File: config.mk
export PLATFORM = sky130hd
export DESIGN_NAME = vlsu_meta_gen
export DESIGN_NICKNAME = d
export VERILOG_FILES = /design/src/rtl/vlsu_pkg.sv /design/src/rtl/vlsu_burst_calc.sv /design/src/rtl/vlsu_meta_gen.sv
export SDC_FILE = /design/constraint.sdc
export NUM_CORES = 1
export LEC_CHECK = 0
export ABC_CLOCK_PERIOD_IN_PS = 23700
export BUFFER_PORTS_ARGS = -buffer_cell sky130_fd_sc_hd__buf_2
export CAP_MARGIN = 40
export CORE_UTILIZATION = 50
export CTS_BUF_LIST = sky130_fd_sc_hd__clkbuf_4 sky130_fd_sc_hd__clkbuf_8
export DETAILED_ROUTE_END_ITERATION = 10
export HOLD_SLACK_MARGIN = 0.15
export PLACE_DENSITY = 0.73
export SETUP_SLACK_MARGIN = 0.02
export SYNTH_ARGS = -nofsm -noshare
export SYNTH_HDL_FRONTEND = slang
export SYNTH_HIERARCHICAL = 1
export SYNTH_SLANG_ARGS = --single-unit
File: constraint.sdc
create_clock -name clk_i -period 23.7 [get_ports clk_i]
set_input_delay 0 -clock clk_i [delete_from_list [all_inputs] [get_ports clk_i]]
set_output_delay 0 -clock clk_i [all_outputs]
set_load 0.02 [all_outputs]
File: src/rtl/vlsu_pkg.sv
// Shared types and constants for the VLSU meta generator.
// Contents:
//   - datapath geometry: NrLanes, VLEN, ALEN, AxiDataWidth, BeatBytes
//   - AXI burst limits: MaxBurstBeats (256 beats), PageBytes (4 KiB)
//   - meta_glb_t   : per-request meta (isLoad, rmnSeg, rmnGrp)
//   - meta_seglv_t : per-burst meta (segBaseAddr, txnCnt, txnNum, beatLen, ltN)
//   - meta_state_e : generator FSM state encoding
package vlsu_pkg;

   localparam int unsigned NrLanes       = 4;
   localparam int unsigned VLEN          = 4096;
   localparam int unsigned ALEN          = 32;
   localparam int unsigned AxiDataWidth  = 64;
   localparam int unsigned BeatBytes     = AxiDataWidth / 8;
   localparam int unsigned BeatOffW      = $clog2(BeatBytes);
   localparam int unsigned MaxBurstBeats = 256;
   localparam int unsigned PageBytes     = 4096;
   localparam int unsigned SegBytesW     = $clog2(VLEN) + 1;
   localparam int unsigned TxnCntW       = 8;
   localparam int unsigned BeatLenW      = 8;
   localparam int unsigned LtNW          = BeatOffW + 1;

   typedef logic [$clog2(NrLanes)-1:0] lane_id_t;

   typedef struct packed {
      logic       isLoad;
      logic [2:0] rmnSeg;
      logic [2:0] rmnGrp;
   } meta_glb_t;

   typedef struct packed {
      logic [ALEN-1:0]     segBaseAddr;
      logic [TxnCntW-1:0]  txnCnt;
      logic [TxnCntW-1:0]  txnNum;
      logic [BeatLenW-1:0] beatLen;
      logic [LtNW-1:0]     ltN;
   } meta_seglv_t;

   typedef enum logic [1:0] {
      IDLE = 2'd0,
      CALC = 2'd1,
      EMIT = 2'd2
   } meta_state_e;

endpackage

File: src/rtl/vlsu_burst_calc.sv
// Combinational sizing of the next AXI INCR burst of a segment.
// Ports:
//   cur_addr_i   : byte address where the burst starts
//   seg_rmn_i    : bytes still to transfer in the current segment (>= 1)
//   txn_bytes_o  : bytes covered by this burst
//   beat_len_o   : AXI len (beats - 1)
//   lt_n_o       : valid bytes in the final beat (1..BeatBytes)
//   last_o       : this burst finishes the segment
// All arithmetic is one bit wider than the address so the page/burst room
// terms never truncate.
module vlsu_burst_calc
   import vlsu_pkg::*;
(
   input  logic [ALEN-1:0]      cur_addr_i,
   input  logic [SegBytesW-1:0] seg_rmn_i,
   output logic [SegBytesW-1:0] txn_bytes_o,
   output logic [BeatLenW-1:0]  beat_len_o,
   output logic [LtNW-1:0]      lt_n_o,
   output logic                 last_o
);

   localparam int unsigned WW = ALEN + 1;

   logic [WW-1:0] addr_w;
   logic [WW-1:0] beat_off;
   logic [WW-1:0] page_room;
   logic [WW-1:0] burst_room;
   logic [WW-1:0] rmn_w;
   logic [WW-1:0] min_a;
   logic [WW-1:0] txn;
   logic [WW-1:0] beat_end;
   logic [WW-1:0] end_off;

   always_comb begin
      addr_w     = WW'(cur_addr_i);
      beat_off   = addr_w & WW'(BeatBytes - 1);
      page_room  = WW'(PageBytes) - (addr_w & WW'(PageBytes - 1));
      // An unaligned start eats into the 256-beat budget of the first beat.
      burst_room = WW'(MaxBurstBeats * BeatBytes) - beat_off;
      rmn_w      = WW'(seg_rmn_i);
      min_a      = (rmn_w < page_room) ? rmn_w : page_room;
      txn        = (min_a < burst_room) ? min_a : burst_room;
      // Round the covered span up to whole beats.
      beat_end   = (beat_off + txn + WW'(BeatBytes - 1)) >> BeatOffW;
      end_off    = (beat_off + txn - WW'(1)) & WW'(BeatBytes - 1);

      txn_bytes_o = SegBytesW'(txn);
      beat_len_o  = BeatLenW'(beat_end - WW'(1));
      lt_n_o      = LtNW'(end_off) + LtNW'(1);
      last_o      = (rmn_w == txn);
   end

endmodule

File: src/rtl/vlsu_meta_gen.sv
// VLSU meta generator: walks groups and segments of one vector load/store
// request and emits one (meta_glb_t, meta_seglv_t) pair per AXI INCR burst.
// Ports:
//   clk_i, rst_ni          : clock, asynchronous active-low reset
//   req_*                  : request handshake and fields (accepted in IDLE)
//   meta_valid_o/ready_i   : meta handshake, outputs held while stalled
//   meta_glb_o/seglv_o     : meta pair for the current burst
//   busy_o                 : FSM not in IDLE
// Optional build macro VLSU_META_GEN_PERF_EN adds saturating counters
//   perf_txn_cnt_o (meta handshakes) and perf_stall_cnt_o (stalled cycles).
module vlsu_meta_gen
   import vlsu_pkg::*;
(
   input  logic                 clk_i,
   input  logic                 rst_ni,
   input  logic                 req_valid_i,
   output logic                 req_ready_o,
   input  logic [ALEN-1:0]      req_addr_i,
   input  logic                 req_is_load_i,
   input  logic [2:0]           req_nf_i,
   input  logic [2:0]           req_ngrp_i,
   input  logic [ALEN-1:0]      req_seg_stride_i,
   input  logic [ALEN-1:0]      req_grp_stride_i,
   input  logic [SegBytesW-1:0] req_seg_bytes_i,
   output logic                 meta_valid_o,
   input  logic                 meta_ready_i,
   output meta_glb_t            meta_glb_o,
   output meta_seglv_t          meta_seglv_o,
   output logic                 busy_o
`ifdef VLSU_META_GEN_PERF_EN
   ,
   output logic [31:0]          perf_txn_cnt_o,
   output logic [31:0]          perf_stall_cnt_o
`endif
);

   meta_state_e          state_reg, state_next;
   logic [ALEN-1:0]      cur_addr_reg, cur_addr_next;
   logic [ALEN-1:0]      seg_base_reg, seg_base_next;
   logic [ALEN-1:0]      grp_base_reg, grp_base_next;
   logic [ALEN-1:0]      seg_stride_reg, seg_stride_next;
   logic [ALEN-1:0]      grp_stride_reg, grp_stride_next;
   logic [SegBytesW-1:0] seg_bytes_reg, seg_bytes_next;
   logic [SegBytesW-1:0] seg_rmn_reg, seg_rmn_next;
   logic [SegBytesW-1:0] txn_bytes_reg, txn_bytes_next;
   logic [2:0]           nf_reg, nf_next, ngrp_reg, ngrp_next;
   logic [2:0]           seg_reg, seg_next, grp_reg, grp_next;
   logic [TxnCntW-1:0]   txn_cnt_reg, txn_cnt_next;
   logic                 is_load_reg, is_load_next;
   logic                 last_reg, last_next;
   meta_glb_t            glb_reg, glb_next;
   meta_seglv_t          seglv_reg, seglv_next;

   logic [SegBytesW-1:0] calc_txn_bytes;
   logic [BeatLenW-1:0]  calc_beat_len;
   logic [LtNW-1:0]      calc_lt_n;
   logic                 calc_last;

   vlsu_burst_calc u_burst_calc (
      .cur_addr_i  (cur_addr_reg),
      .seg_rmn_i   (seg_rmn_reg),
      .txn_bytes_o (calc_txn_bytes),
      .beat_len_o  (calc_beat_len),
      .lt_n_o      (calc_lt_n),
      .last_o      (calc_last)
   );

   always_ff @(posedge clk_i or negedge rst_ni) begin
      if (!rst_ni) begin
         state_reg      <= IDLE;
         cur_addr_reg   <= '0;
         seg_base_reg   <= '0;
         grp_base_reg   <= '0;
         seg_stride_reg <= '0;
         grp_stride_reg <= '0;
         seg_bytes_reg  <= '0;
         seg_rmn_reg    <= '0;
         txn_bytes_reg  <= '0;
         nf_reg         <= '0;
         ngrp_reg       <= '0;
         seg_reg        <= '0;
         grp_reg        <= '0;
         txn_cnt_reg    <= '0;
         is_load_reg    <= 1'b0;
         last_reg       <= 1'b0;
         glb_reg        <= '0;
         seglv_reg      <= '0;
      end else begin
         state_reg      <= state_next;
         cur_addr_reg   <= cur_addr_next;
         seg_base_reg   <= seg_base_next;
         grp_base_reg   <= grp_base_next;
         seg_stride_reg <= seg_stride_next;
         grp_stride_reg <= grp_stride_next;
         seg_bytes_reg  <= seg_bytes_next;
         seg_rmn_reg    <= seg_rmn_next;
         txn_bytes_reg  <= txn_bytes_next;
         nf_reg         <= nf_next;
         ngrp_reg       <= ngrp_next;
         seg_reg        <= seg_next;
         grp_reg        <= grp_next;
         txn_cnt_reg    <= txn_cnt_next;
         is_load_reg    <= is_load_next;
         last_reg       <= last_next;
         glb_reg        <= glb_next;
         seglv_reg      <= seglv_next;
      end
   end

   always_comb begin
      state_next      = state_reg;
      cur_addr_next   = cur_addr_reg;
      seg_base_next   = seg_base_reg;
      grp_base_next   = grp_base_reg;
      seg_stride_next = seg_stride_reg;
      grp_stride_next = grp_stride_reg;
      seg_bytes_next  = seg_bytes_reg;
      seg_rmn_next    = seg_rmn_reg;
      txn_bytes_next  = txn_bytes_reg;
      nf_next         = nf_reg;
      ngrp_next       = ngrp_reg;
      seg_next        = seg_reg;
      grp_next        = grp_reg;
      txn_cnt_next    = txn_cnt_reg;
      is_load_next    = is_load_reg;
      last_next       = last_reg;
      glb_next        = glb_reg;
      seglv_next      = seglv_reg;

      case (state_reg)
         IDLE: begin
            if (req_valid_i) begin
               is_load_next    = req_is_load_i;
               nf_next         = req_nf_i;
               ngrp_next       = req_ngrp_i;
               seg_stride_next = req_seg_stride_i;
               grp_stride_next = req_grp_stride_i;
               seg_bytes_next  = req_seg_bytes_i;
               seg_rmn_next    = req_seg_bytes_i;
               cur_addr_next   = req_addr_i;
               seg_base_next   = req_addr_i;
               grp_base_next   = req_addr_i;
               seg_next        = '0;
               grp_next        = '0;
               txn_cnt_next    = '0;
               state_next      = CALC;
            end
         end
         CALC: begin
            txn_bytes_next         = calc_txn_bytes;
            last_next              = calc_last;
            glb_next.isLoad        = is_load_reg;
            glb_next.rmnSeg        = nf_reg - seg_reg;
            glb_next.rmnGrp        = ngrp_reg - grp_reg;
            seglv_next.segBaseAddr = cur_addr_reg;
            seglv_next.txnCnt      = txn_cnt_reg;
            // Only the last burst of a segment reports its true final index.
            seglv_next.txnNum      = calc_last ? txn_cnt_reg : txn_cnt_reg + TxnCntW'(1);
            seglv_next.beatLen     = calc_beat_len;
            seglv_next.ltN         = calc_lt_n;
            state_next             = EMIT;
         end
         EMIT: begin
            if (meta_ready_i) begin
               state_next = CALC;
               if (!last_reg) begin
                  cur_addr_next = cur_addr_reg + ALEN'(txn_bytes_reg);
                  seg_rmn_next  = seg_rmn_reg - txn_bytes_reg;
                  txn_cnt_next  = txn_cnt_reg + TxnCntW'(1);
               end else if (seg_reg < nf_reg) begin
                  // Segment bases accumulate the stride, avoiding a multiplier.
                  seg_next      = seg_reg + 3'd1;
                  txn_cnt_next  = '0;
                  seg_base_next = seg_base_reg + seg_stride_reg;
                  cur_addr_next = seg_base_reg + seg_stride_reg;
                  seg_rmn_next  = seg_bytes_reg;
               end else if (grp_reg < ngrp_reg) begin
                  grp_next      = grp_reg + 3'd1;
                  seg_next      = '0;
                  txn_cnt_next  = '0;
                  grp_base_next = grp_base_reg + grp_stride_reg;
                  seg_base_next = grp_base_reg + grp_stride_reg;
                  cur_addr_next = grp_base_reg + grp_stride_reg;
                  seg_rmn_next  = seg_bytes_reg;
               end else begin
                  state_next = IDLE;
               end
            end
         end
         default: state_next = IDLE;
      endcase
   end

   assign req_ready_o  = (state_reg == IDLE);
   assign meta_valid_o = (state_reg == EMIT);
   assign busy_o       = (state_reg != IDLE);
   assign meta_glb_o   = glb_reg;
   assign meta_seglv_o = seglv_reg;

`ifdef VLSU_META_GEN_PERF_EN
   logic [31:0] perf_txn_reg, perf_stall_reg;

   always_ff @(posedge clk_i or negedge rst_ni) begin
      if (!rst_ni) begin
         perf_txn_reg   <= '0;
         perf_stall_reg <= '0;
      end else begin
         if (meta_valid_o && meta_ready_i && !(&perf_txn_reg)) begin
            perf_txn_reg <= perf_txn_reg + 32'd1;
         end
         if (meta_valid_o && !meta_ready_i && !(&perf_stall_reg)) begin
            perf_stall_reg <= perf_stall_reg + 32'd1;
         end
      end
   end

   assign perf_txn_cnt_o   = perf_txn_reg;
   assign perf_stall_cnt_o = perf_stall_reg;
`endif

   a_seg_bytes_nonzero: assert property (@(posedge clk_i) disable iff (!rst_ni)
      (req_valid_i && req_ready_o) |-> (req_seg_bytes_i != '0));

   a_meta_stable: assert property (@(posedge clk_i) disable iff (!rst_ni)
      (meta_valid_o && !meta_ready_i) |=>
         (meta_valid_o && $stable(meta_glb_o) && $stable(meta_seglv_o)));

endmodule
==> impl_results.md <==
- Final RePlAce weighted congestion: 0.931
- Number of nets produced by synthesis: 2,427
- Slew Viols, Final: 0
- Share of async-settable or async-resettable flops after synthesis: 100%
- Num CTS Buffers: 51
- Non-Filler Instances: 3,111
- Unrepaired setup endpoints after global routing: no
- Flip-flop count of the largest register after layout: 60
- Total number of H-tree levels: 2
- Initial Util: 50.9%
- Post-route setup slack: 13.53 ns
- RR Startpoint: cur_addr_reg[1]
- Synth Area in Simple Gates: 15.1%
- Master cell of the clock root buffer: sky130_fd_sc_hd__clkbuf_8
- Global-route wire length before repair: 104,000 um
- Type of the worst setup path: register to register
- Critical Path RT: 24.26 ns
- Outcome: finished clean
- Leading cell types in the layout, fill and taps excluded: sky130_fd_sc_hd__dfrtp_1, sky130_fd_sc_hd__nand2_1, sky130_fd_sc_hd__dlygate4sd3_1
- Slew at the pin with the worst max-slew slack: 0.946 ns
- Post-synthesis share of cell area spent on full adders, half adders and majority gates: 8.55%
- Final nets: 2,810
- Number of antenna violations at the first check in global routing: 3
- Standard-cell rows: 72
- Number of remaining DRC errors: 0
- Post-place setup slack: 13.52 ns
- Largest net degree at the start of global routing: 100
- Hold_ws: 0.154 ns
- Nature of the critical path startpoint: register
- Worst hold start: req_seg_bytes_i[0]
- Total global routing track utilization: 32.7%
- Final Skew: 0.0598 ns
- Number of nets with antenna violations after routing: 0
- Xor-xnor portion of the synthesized cell area: 5.88%
- Fraction of final layout cells sized beyond drive strength 1: 19.1%
- I/O pin count: 190
- Area growth from synthesis to layout: 23.7%
- Synthesized-area fraction occupied by ao, oa, aoi and oai cells: 19.8%
- Routed wire per std cell: 21.2 um
- Endpoint type of the worst setup path: register
- Worst-path cell with the longest stage delay: sky130_fd_sc_hd__xnor2_1
- Max incr delay on CP: 0.62 ns
- Count of cells along the worst register-to-register path: 35
- Final worst path period need: 10.17 ns
- First-pass iteration count of the detailed router: 6
- Clock Pin Slew Worst Setup and Hold Paths: 0.07 ns
- Endpoint of the lowest-slack register-to-register path: meta_seglv_o[9]
- Finish-stage setup viols: 0
- Dominant register cell in the synthesized netlist: sky130_fd_sc_hd__dfrtp_1
- Buffers plus inverters on the worst setup path: 3
- Largest family of logic cells by synthesized area: compound AO/OA/AOI/OAI gates
- Area of the die: 40,400 um2
- Hold Crit Class: primary input to register
- Commonest non-fill, non-tap cell in the layout: sky130_fd_sc_hd__dfrtp_1
- Number of global-route vias before repair: 18.6k
- Maximum root-to-sink buffer count: 3
- Worst hold path stage count: 3
- Gate count after technology mapping: 2,176
- Number of vias after detailed routing: 18.7k
- Rel. slew slack: 37.0%
- Number of failing hold endpoints at the final stage: 0
- Total negative setup slack: 0 ns
- Total global routing overflow: 0
- Placeable Area: 38,800 um2
- EDFF count, synth: 0
- Synthesized area per cell: 9.09 um2
- Sequential-to-total area share from yosys stat: 36.7%
- Die Y: 201 um
- # clock sinks: 290
- Largest fanout on the critical path: 19
- Placed cell count: 2,803
- Mux share of post-synthesis cell area: 10.2%
- Clock latency reported for the late side of the worst-skew pair: 0.67 ns
- YS warnings: 6
- Placed wire-length estimate: 45,700 um
- Min-Delay Endpoint: seg_bytes_reg[0]
- Crit path arrival time: 10.73 ns
- Post-Synthesis Cell Area: 19,800 um2
- Synthesized flop and latch total: 290
- Buffers added on ports: 189
- Die outline width: 201 um
- Share of the cycle needed by the critical path after routing: 42.9%
- Post-synthesis cell type count: 91
- Routed Wire Length: 66,000 um
- Max Clock Freq: 98.3 MHz
- Drt first-iter violations: 1,516
- Largest delay share family, worst path: compound AO/OA/AOI/OAI gates
- Detail-routed via count per cell: 6.02
- Count of maximum capacitance violations: 0
- Worst reg-to-reg setup slack: 13.53 ns
- Clock tree from TritonCTS: built
[what timing repair did]
action                                 4_1_cts  5_1_grt
endpoints found under the hold margin      309        0
setup buffers                                0        0
hold buffers                               221        0
gates resized for setup                      0        0
[routing by layer]
layer	wire length, um	share of wire (%)	up-vias	track usage [%]
met1	28300	43	9091	44.4
met2	30500	46	831	52.9
met5	12	0.018	-	0
met3	5360	8.1	150	5.68
met4	1880	2.8	2	10.8
li1	-	-	8656	-
[worst min-delay path, stage by stage]
cell and delay, ns:
sky130_fd_sc_hd__dlygate4sd3_1 0.51, sky130_fd_sc_hd__buf_2 0.12, sky130_fd_sc_hd__mux2_2 0.14
[per-stage QoR]
step / area (um2) / utilization [%]
2_1_floorplan: 19800 / -
3_3_place_gp: 21100 / 54.5
3_5_place_dp: 21200 / 54.6
4_1_cts: 24500 / 63.0
5_1_grt: 24500 / 63.0
6_report: 24500 / 63.0
[cells by family (layout without fill, tap and decap cells)]
group	after synthesis	count (layout)
compound gates	616	616
xor+xnor	131	131
fa+ha+maj	131	131
buf+inv	184	599
flops	290	290
mux	181	181
other cells	1	3
simple gates	642	642
[worst max-delay path by stage]
stage               startpoint          endpoint  cells past startpoint
2_1_floorplan  cur_addr_reg[3]   meta_seglv_o[9]                     39
3_3_place_gp   cur_addr_reg[1]  meta_seglv_o[11]                     34
3_5_place_dp   cur_addr_reg[1]   meta_seglv_o[9]                     36
4_1_cts        cur_addr_reg[1]   meta_seglv_o[9]                     36
5_1_grt        cur_addr_reg[1]  meta_seglv_o[10]                     36
6_report       cur_addr_reg[1]   meta_seglv_o[9]                     35
[final cells by class]
class	count	area [um2]
well taps	518	648
clock buffers	74	918
repair buffers	436	3390
clock inverters	11	116
flip-flops and latches	290	7260
fillers	3186	14400
inverters	78	294
multi-input cells	1702	11800
diodes	2	5.00
[synthesized netlist by cell type, types with 8 or more instances]
| master | n | area, um2 |
|---|---|---|
| sky130_fd_sc_hd__nor2_1 | 146 | 548 |
| sky130_fd_sc_hd__a31oi_1 | 40 | 250 |
| sky130_fd_sc_hd__a21o_1 | 38 | 285 |
| sky130_fd_sc_hd__a21oi_1 | 151 | 756 |
| sky130_fd_sc_hd__nor2b_1 | 13 | 81.3 |
| sky130_fd_sc_hd__nand3_1 | 65 | 325 |
| sky130_fd_sc_hd__nand4_1 | 14 | 87.6 |
| sky130_fd_sc_hd__a211oi_1 | 15 | 113 |
| sky130_fd_sc_hd__nor4_1 | 8 | 50.1 |
| sky130_fd_sc_hd__or3_1 | 15 | 93.8 |
| sky130_fd_sc_hd__a221oi_1 | 15 | 131 |
| sky130_fd_sc_hd__nor3_1 | 33 | 165 |
| sky130_fd_sc_hd__o31ai_1 | 16 | 120 |
| sky130_fd_sc_hd__xnor2_1 | 92 | 806 |
| sky130_fd_sc_hd__nor3b_1 | 11 | 82.6 |
| sky130_fd_sc_hd__inv_1 | 76 | 285 |
| sky130_fd_sc_hd__a21boi_0 | 10 | 75.1 |
| sky130_fd_sc_hd__o211ai_1 | 31 | 233 |
| sky130_fd_sc_hd__or2_2 | 9 | 56.3 |
| sky130_fd_sc_hd__ha_1 | 124 | 1550 |
| sky130_fd_sc_hd__and3_1 | 15 | 93.8 |
| sky130_fd_sc_hd__clkbuf_1 | 80 | 300 |
| sky130_fd_sc_hd__o21a_1 | 21 | 158 |
| sky130_fd_sc_hd__nand2_1 | 251 | 942 |
| sky130_fd_sc_hd__o21bai_1 | 10 | 75.1 |
| sky130_fd_sc_hd__xor2_1 | 38 | 333 |
| sky130_fd_sc_hd__buf_1 | 16 | 60.1 |
| sky130_fd_sc_hd__o21ai_0 | 176 | 881 |
| sky130_fd_sc_hd__mux2i_1 | 27 | 270 |
| sky130_fd_sc_hd__dfrtp_1 | 290 | 7260 |
| sky130_fd_sc_hd__mux2_2 | 151 | 1700 |
| sky130_fd_sc_hd__nand2b_1 | 13 | 81.3 |
| sky130_fd_sc_hd__and2_1 | 19 | 119 |
Power is not shown: default switching activity piles up to over one toggle a cycle in this logic, so the estimate is an artifact.
